===== src/rtl/alu_pkg.sv =====
// Shared widths, ALU opcode names and issue-stage FSM encoding.
// Imported by the issue controller and its register file.
package alu_pkg;

    localparam int DATA_W = 16;
    localparam int NREGS  = 8;
    localparam int REG_AW = 3;

    localparam logic [3:0] OP_PASS = 4'h0;
    localparam logic [3:0] OP_ADD  = 4'h1;
    localparam logic [3:0] OP_SUB  = 4'h2;
    localparam logic [3:0] OP_AND  = 4'h3;
    localparam logic [3:0] OP_OR   = 4'h4;
    localparam logic [3:0] OP_XOR  = 4'h5;
    localparam logic [3:0] OP_SHL  = 4'h6;
    localparam logic [3:0] OP_SHR  = 4'h7;

    localparam int OP_ILLEGAL_BIT = 3;

    typedef enum logic [1:0] {
        IDLE = 2'd0,
        EXEC = 2'd1,
        WB   = 2'd2
    } state_e;

endpackage


===== src/rtl/alu_regfile.sv =====
// NREGS x DATA_W register file: r0 reads as zero, two operand reads plus a debug read,
// and one merged write port where a write-back beats a host write to the same address.
module alu_regfile
    import alu_pkg::*;
(
    input  logic              clk,
    input  logic              rst_n,
    input  logic [REG_AW-1:0] rdAddrA_i,
    input  logic [REG_AW-1:0] rdAddrB_i,
    input  logic [REG_AW-1:0] dbgAddr_i,
    output logic [DATA_W-1:0] rdDataA_o,
    output logic [DATA_W-1:0] rdDataB_o,
    output logic [DATA_W-1:0] dbgData_o,
    input  logic              wbEn_i,
    input  logic [REG_AW-1:0] wbAddr_i,
    input  logic [DATA_W-1:0] wbData_i,
    input  logic              hostEn_i,
    input  logic [REG_AW-1:0] hostAddr_i,
    input  logic [DATA_W-1:0] hostData_i
);

    logic [DATA_W-1:0] regs_q [NREGS];
    logic              hostBlocked;
    logic              hostWrite;
    logic              wbWrite;

    assign hostBlocked = wbEn_i && (wbAddr_i == hostAddr_i);
    assign hostWrite   = hostEn_i && (hostAddr_i != '0) && !hostBlocked;
    assign wbWrite     = wbEn_i && (wbAddr_i != '0);

    always_ff @(posedge clk or negedge rst_n) begin
        if (!rst_n) begin
            for (int i = 0; i < NREGS; i++) begin
                regs_q[i] <= '0;
            end
        end else begin
            if (hostWrite) begin
                regs_q[hostAddr_i] <= hostData_i;
            end
            if (wbWrite) begin
                regs_q[wbAddr_i] <= wbData_i;
            end
        end
    end

    // r0 is never written, but masking the reads keeps it zero by construction
    assign rdDataA_o = (rdAddrA_i == '0) ? '0 : regs_q[rdAddrA_i];
    assign rdDataB_o = (rdAddrB_i == '0) ? '0 : regs_q[rdAddrB_i];
    assign dbgData_o = (dbgAddr_i == '0) ? '0 : regs_q[dbgAddr_i];

endmodule


===== src/rtl/alu_issue_ctrl.sv =====
// Single-issue operand/issue stage wrapped around an external combinational ALU.
// Accept -> EXEC (drive ALU, capture result) -> WB (done pulse, register write).
module alu_issue_ctrl
    import alu_pkg::*;
(
    input  logic              clk,
    input  logic              reset_n,
    input  logic              instr_valid,
    output logic              instr_ready,
    input  logic [3:0]        instr_op,
    input  logic [REG_AW-1:0] instr_rd,
    input  logic [REG_AW-1:0] instr_rs1,
    input  logic [REG_AW-1:0] instr_rs2,
    input  logic              instr_imm_en,
    input  logic [DATA_W-1:0] instr_imm,
    input  logic              host_wr_en,
    input  logic [REG_AW-1:0] host_wr_addr,
    input  logic [DATA_W-1:0] host_wr_data,
    output logic [DATA_W-1:0] alu_bus_in1,
    output logic [DATA_W-1:0] alu_bus_in2,
    output logic [3:0]        alu_control,
    output logic              alu_reset,
    input  logic [DATA_W-1:0] alu_bus_out,
    output logic              done,
    output logic [REG_AW-1:0] done_rd,
    output logic [DATA_W-1:0] done_data,
    output logic              illegal,
    input  logic [REG_AW-1:0] dbg_addr,
    output logic [DATA_W-1:0] dbg_data
);

    state_e            state_q, state_d;
    logic              readyArmed_q;
    logic              instrReady_q;
    logic [3:0]        op_q;
    logic [REG_AW-1:0] rd_q;
    logic [DATA_W-1:0] opA_q;
    logic [DATA_W-1:0] opB_q;
    logic [DATA_W-1:0] result_q;
    logic [DATA_W-1:0] rs1Data;
    logic [DATA_W-1:0] rs2Data;
    logic              accept;
    logic              wbEn;
    logic              opIllegal;

    assign opIllegal = op_q[OP_ILLEGAL_BIT];

    alu_regfile u_regfile (
        .clk        (clk),
        .rst_n      (reset_n),
        .rdAddrA_i  (instr_rs1),
        .rdAddrB_i  (instr_rs2),
        .dbgAddr_i  (dbg_addr),
        .rdDataA_o  (rs1Data),
        .rdDataB_o  (rs2Data),
        .dbgData_o  (dbg_data),
        .wbEn_i     (wbEn),
        .wbAddr_i   (rd_q),
        .wbData_i   (result_q),
        .hostEn_i   (host_wr_en),
        .hostAddr_i (host_wr_addr),
        .hostData_i (host_wr_data)
    );

    always_comb begin
        state_d     = state_q;
        accept      = 1'b0;
        wbEn        = 1'b0;
        alu_control = '0;
        alu_reset   = 1'b1;
        done        = 1'b0;
        done_rd     = '0;
        done_data   = '0;
        illegal     = 1'b0;
        case (state_q)
            IDLE: begin
                if (instr_valid && instrReady_q) begin
                    accept  = 1'b1;
                    state_d = EXEC;
                end
            end
            EXEC: begin
                alu_control = op_q;
                alu_reset   = 1'b0;
                state_d     = WB;
            end
            WB: begin
                done      = 1'b1;
                done_rd   = rd_q;
                done_data = opIllegal ? '0 : result_q;
                illegal   = opIllegal;
                wbEn      = !opIllegal;
                state_d   = IDLE;
            end
            default: state_d = IDLE;
        endcase
    end

    always_ff @(posedge clk or negedge reset_n) begin
        if (!reset_n) begin
            state_q <= IDLE;
        end else begin
            state_q <= state_d;
        end
    end

    // readyArmed_q holds instr_ready low through the first edge after reset release
    always_ff @(posedge clk or negedge reset_n) begin
        if (!reset_n) begin
            readyArmed_q <= 1'b0;
            instrReady_q <= 1'b0;
        end else begin
            readyArmed_q <= 1'b1;
            instrReady_q <= readyArmed_q && (state_d == IDLE);
        end
    end

    always_ff @(posedge clk or negedge reset_n) begin
        if (!reset_n) begin
            op_q     <= '0;
            rd_q     <= '0;
            opA_q    <= '0;
            opB_q    <= '0;
            result_q <= '0;
        end else begin
            if (accept) begin
                op_q  <= instr_op;
                rd_q  <= instr_rd;
                opA_q <= rs1Data;
                opB_q <= instr_imm_en ? instr_imm : rs2Data;
            end
            if (state_q == EXEC) begin
                result_q <= alu_bus_out;
            end
        end
    end

    assign instr_ready = instrReady_q;
    assign alu_bus_in1 = opA_q;
    assign alu_bus_in2 = opB_q;

endmodule


===== config.mk =====
export PLATFORM = sky130hd
export DESIGN_NAME = alu_issue_ctrl
export DESIGN_NICKNAME = d
export VERILOG_FILES = /design/src/rtl/alu_pkg.sv /design/src/rtl/alu_regfile.sv /design/src/rtl/alu_issue_ctrl.sv
export SDC_FILE = /design/constraint.sdc
export NUM_CORES = 1
export LEC_CHECK = 0
export BUFFER_PORTS_ARGS = -buffer_cell sky130_fd_sc_hd__buf_2
export CORE_MARGIN = 2
export CORE_UTILIZATION = 50
export DETAILED_ROUTE_END_ITERATION = 7
export PLACE_DENSITY = 0.75
export SYNTH_ARGS = -nofsm -noshare
export SYNTH_HDL_FRONTEND = slang
export SYNTH_SLANG_ARGS = --single-unit

===== constraint.sdc =====
create_clock -name clk -period 2.2 [get_ports clk]
set_clock_uncertainty 0.15 [all_clocks]
set_input_delay 0 -clock clk [delete_from_list [all_inputs] [get_ports clk]]
set_output_delay 0 -clock clk [all_outputs]
set_load 0.005 [all_outputs]

# Yosys cells after proc, flatten, opt, wreduce, memory -nomap -nowiden

Cells that the tools add are included.

RAM bits: 0
Word-level logic and storage cells: 81
Output and inout port bits: 75
Bits in registers: 187
Latch bits: 0
Bits in read-only memories: 0
Memories: 0

Reductions and logical operators: 17
$lt $le $gt $ge: 7
Multiply operators: 0
Bitwise operators: 5
Mux-type cells: 33
Shifts and indexed selects: 0
Equality and inequality tests: 3
Divide/modulo/power cells: 0
Add/subtract/negate cells: 0

Operator list:

| operator           | number |
|---|---|
| $bwmux 128         | 2 |
| $mux 128           | 2 |
| $mux 16            | 14 |
| $bmux 16 s3        | 3 |
| $demux 16 s3       | 2 |
| $ge 4x4->1 const B | 5 |
| $not 3->4          | 5 |
| $logic_not 3->1    | 3 |
| $logic_and 1x1->1  | 8 |
| $lt 4x1->1 const B | 2 |
| $mux 1             | 6 |
| $reduce_bool 3->1  | 2 |
| $logic_not 2->1    | 2 |
| $mux 4             | 1 |
| $pmux 2 s2         | 1 |
| $eq 3x3->1         | 1 |
| $mux 3             | 1 |
| $eq 2x1->1 const B | 1 |
| $eq 2x2->1 const B | 1 |
| $logic_not 1->1    | 2 |
| $mux 2             | 1 |

# Depth between registers and ports, before layout

Depth in word-level cells: 9
Gate-level depth with buffers: 7
Depth with buffers taken out: 5

# By module

A second synthesis with hierarchy kept.

Cell total of the unflattened synthesis: 1085
Area, all modules: 11090.6 um^2

By module, submodules not included:

| module         | times used | area each (um^2) | cells an instance | seq. area each (um^2) |
|---|---|---|---|---|
| alu_regfile    | 1          | 8489.4           | 913               | 2877.8 |
| alu_issue_ctrl | 1          | 2601.2           | 172               | 1476.4 |

# Worst setup path after synthesis

No wires, ideal clock.

Path kind: flip-flop to flip-flop
Start point: register rd_q[0]
End point: register u_regfile.regs_q[81] in the netlist's numbering
Path slack: 0.156 ns
Arrival time: 1.768 ns
Stages on the path, launching flop included: 7
Required time: 1.924 ns
Path through: dfrtp_1 or4b_4 buf_6 o211ai_4 buf_6 nor2_1 a221o_1

Word-level cells in the longest chain between the ends: 7
Elaborated cells between the ends (all ways): 15
Those cells by class: order compare: 2; eq/ne: 1; mux: 5; bitwise: 1; reduce/logical: 6

RTL lines:

| element                                                                           | RTL line                             | text |
|---|---|---|
| start: declaration                                                                | alu_issue_ctrl.sv:36                 | `logic [REG_AW-1:0] rd_q;` |
| start signal: assignment                                                          | alu_issue_ctrl.sv:128                | `rd_q <= instr_rd;` |
| $not 3->4 (not written as such) / $eq 3x3->1 (equally long branches)              | alu_regfile.sv:41, alu_regfile.sv:27 |  |
| $ge 4x4->1 (not written as such), or another cell as far along                    | alu_regfile.sv:41                    | `regs_q[wbAddr_i] <= wbData_i;` |
| $logic_and 1x1->1 (not written as such) / $logic_not 1->1 (equally long branches) | alu_regfile.sv:41, alu_regfile.sv:28 |  |
| $mux 16 (not written as such) / $logic_and 1x1->1 (equally long branches)         | alu_regfile.sv:41, alu_regfile.sv:28 |  |
| $demux 16 s3 / $mux 128 (equally long branches)                                   | alu_regfile.sv:41, alu_regfile.sv:37 |  |
| $bwmux 128                                                                        | alu_regfile.sv:41                    |  |
| $mux 128 (*)                                                                      | alu_regfile.sv:40                    | `if (wbWrite) begin` |
| end signal: indexed assignment                                                    | alu_regfile.sv:38                    | `regs_q[hostAddr_i] <= hostData_i;` |
| end signal: indexed assignment                                                    | alu_regfile.sv:41                    |  |
| end: declaration                                                                  | alu_regfile.sv:22                    | `logic [DATA_W-1:0] regs_q [NREGS];` |

Mark *: on every way between the ends. The rest lies on a longest branch, timed or not.
A chain may end at the register's enable or synchronous reset.

# Final worst setup path

Start point: register rd_q[0]
End point: register u_regfile.regs_q[56] in the netlist's numbering

Same word-level chain as after synthesis.

==> flow_summary.json <==
{
  "status": "finished, final reports clean",
  "clock.fmax_ghz": 0.467,
  "first_iter_violations": 1345,
  "grt_max_degree": 69,
  "tightest_slew_ns": 1.06,
  "dr.pass1.iters": 5,
  "crit_path_max_fanout": 16,
  "synth_top_flop_cell": "dfrtp_1",
  "cts_max_level": 4,
  "synth_cell_type_count": 51,
  "dp_hpwl_um": 21700,
  "reg2reg_slack_ns": 0.06,
  "final_hold_viol_count": 0,
  "postSynth.asyncResetShare_pct": 100,
  "rows": 51,
  "period_share_pct": 97.4,
  "grt.total_usage_pct": 32.5,
  "avgSynthCellArea_sq_um": 10.6,
  "drc": 0,
  "period_minus_slack_ns": 2.14,
  "antenna_cells": 0,
  "core-area_sq_um": 19700,
  "clock_latency_ns": 0.43,
  "final_cell_mix": "dfrtp_1 (171), buf_2 (145), nor2_1 (116)",
  "synthCells": 953,
  "antenna_found_initial": 0,
  "boundaryPins": 147,
  "cp-end-kind": "flop",
  "netlist_area_sq_um": 10100,
  "antenna_left": 0,
  "power.density_nw_per_um2": 956,
  "worst_ep_arrival_time_ns": 2.31,
  "nFillCells": 1566,
  "gp_congestion": 0.910,
  "reg2reg_from": "rd_q[0]",
  "r2r_end": "u_regfile.regs_q[56]",
  "grt_pass1_wl_um": 53700,
  "path_delay_family": "simple AND/OR/NAND/NOR gates",
  "slew_headroom_pct": 29.1,
  "grt_setup_unrepaired": "false",
  "die_h_um": 146,
  "ys_seq_area_share_pct": 42.4,
  "first_global_vias": 9272,
  "cp-start-kind": "flop",
  "path_buf_inv": 1,
  "root_buffer": "clkbuf_16",
  "num_vias": 9458,
  "yosysWarnings": 0,
  "critPathKind": "flop to flop",
  "setup_viol": 0,
  "crit_required_ns": 2.37,
  "cts.sinks": 171,
  "fin_tns_setup_ns": 0,
  "finalMaxSlewViolations": 0,
  "synth_edf_count": 0,
  "drive_gt1_share_pct": 30.6,
  "wirelength_um": 34900,
  "power.leakage_uw": 0.00559,
  "drv_cap": 0,
  "cpPeakStageDelay_ns": 0.69,
  "cp_slowest_cell": "or4b_4",
  "syn_nets": 1025,
  "clockBufferDepth": 2,
  "initial_utilization_pct": 51.4,
  "layout_commonest_cell": "dfrtp_1",
  "layout.nets": 1213,
  "synth_seq_cells": 171,
  "hold_class": "primary input to async pin",
  "rr_worst_depth": 5,
  "wl_per_cell_um": 24.6,
  "post_drt_via_cell_ratio": 6.67,
  "fp.dieArea_sq_um": 21300,
  "gr-total-overflow": 0,
  "clkTransAtPathRegs_ns": 0.07,
  "numPortBuffers": 146,
  "numCtsBuffers": 17,
  "cts_setup_buffers": 0,
  "die_w_um": 146,
  "post-route-util_pct": 63.7,
  "area_growth_pct": 24.1,
  "vdd_ir_drop_max_uv": 670,
  "crit_chain": "or4b_4 > o211ai_4 > buf_12 > nor2_1 > a221o_1",
  "cts_tree": "built"
}
synth_stat cells, drive strengths merged (2+ instances only):
cell | instances | area share [%]
a21oi | 47 | 2.4
a221o | 96 | 9.5
a221oi | 33 | 2.9
a22o | 9 | 0.78
a22oi | 4 | 0.30
a31oi | 3 | 0.33
and2 | 24 | 1.5
and2b | 3 | 0.22
and3 | 2 | 0.12
buf | 49 | 2.6
clkbuf | 46 | 1.7
dfrtp | 171 | 42
inv | 19 | 0.71
mux2 | 68 | 7.6
mux2i | 42 | 4.2
mux4 | 34 | 7.6
nand2 | 73 | 2.7
nand2b | 4 | 0.25
nor2 | 122 | 4.9
nor2b | 21 | 1.3
nor3 | 3 | 0.20
nor3b | 2 | 0.15
o211ai | 4 | 0.62
o21a | 3 | 0.22
o21ai | 30 | 1.6
o221a | 3 | 0.33
o221ai | 8 | 0.69
o22ai | 3 | 0.19
o31ai | 15 | 1.1
or3 | 4 | 0.25
sequential cells by signal (all words and copies together), names as in the netlist:
register,cells
alu_bus_in2,16
op_q,4
result_q,16
state_q,2
u_regfile.regs_q,112
instr_ready,1
readyArmed_q,1
rd_q,3
alu_bus_in1,16
layer usage:
layer | track usage [%] | vias to the layer above | routed length (um)
li1 | - | 3984 | -
met1 | 43.6 | 4637 | 13400
met2 | 51.9 | 725 | 16500
met3 | 6.47 | 112 | 3670
met4 | 13.8 | 0 | 1350
met5 | 0 | - | 0
how the worst max path moves through the flow:
stage          depth (start not counted)  slack (ns)              endpoint    start
2_1_floorplan                          6        0.16  u_regfile.regs_q[81]  rd_q[0]
3_3_place_gp                           5        0.15  u_regfile.regs_q[27]  rd_q[0]
3_5_place_dp                           5        0.10  u_regfile.regs_q[56]  rd_q[0]
4_1_cts                                5        0.09  u_regfile.regs_q[56]  rd_q[0]
5_1_grt                                5       0.005  u_regfile.regs_q[94]  rd_q[0]
6_report                               5        0.06  u_regfile.regs_q[56]  rd_q[0]
worst min-delay path, delay by kind of cell:
family	cells	cell delay, ns
buf+inv	3	0.95
area by class of cell:
class / count / area (sq um) / share of cell area [%]
clock buffers: 19 / 433 / 3.46
clock inverters: 13 / 144 / 1.15
inverters: 20 / 75.1 / 0.599
multi-input cells: 667 / 5320 / 42.4
flip-flops and latches: 171 / 4280 / 34.2
well taps: 265 / 332 / 2.65
repair buffers: 264 / 1950 / 15.5
per-stage QoR:
step	worst slack [ns]	power [uW]	std cells	area (sq um)	hold slack (ns)
3_5_place_dp	0.103	8720	1323	11300	-0.134
2_1_floorplan	0.156	7360	953	10100	-0.446
3_3_place_gp	0.151	8560	1323	11300	-0.132
4_1_cts	0.0858	11900	1419	12500	0.0288
6_report	0.0571	12000	1419	12500	0.0195
5_1_grt	0.00493	12500	1419	12500	0.0470
power by group:
part | total (uW) | internal, uW | switching (uW)
Clock | 3020 | 1680 | 1340
Sequential | 5470 | 4150 | 1320
Combinational | 3490 | 2010 | 1470
Total | 12000 | 7840 | 4130
kinds of logic (layout without fill, tap and decap cells):
logic type / after synthesis / in the layout / synth area share (%)
AO/OA/AOI/OAI: 260 / 260 / 21.1
buffers and inverters: 115 / 316 / 5.08
flip-flops: 171 / 171 / 42.4
multiplexers: 144 / 144 / 19.3
other: 1 / 1 / 0.0372
AND/OR/NAND/NOR: 262 / 262 / 12.0
what timing repair did:
| item | in CTS | in global routing |
|---|---|---|
| endpoints found under the setup margin | 0 | 4 |
| hold buffers | 64 | 0 |
| resized for setup | 0 | 2 |
| hold endpoints to repair | 323 | 0 |
No activity file was read; power rests on OpenSTA's default activity.
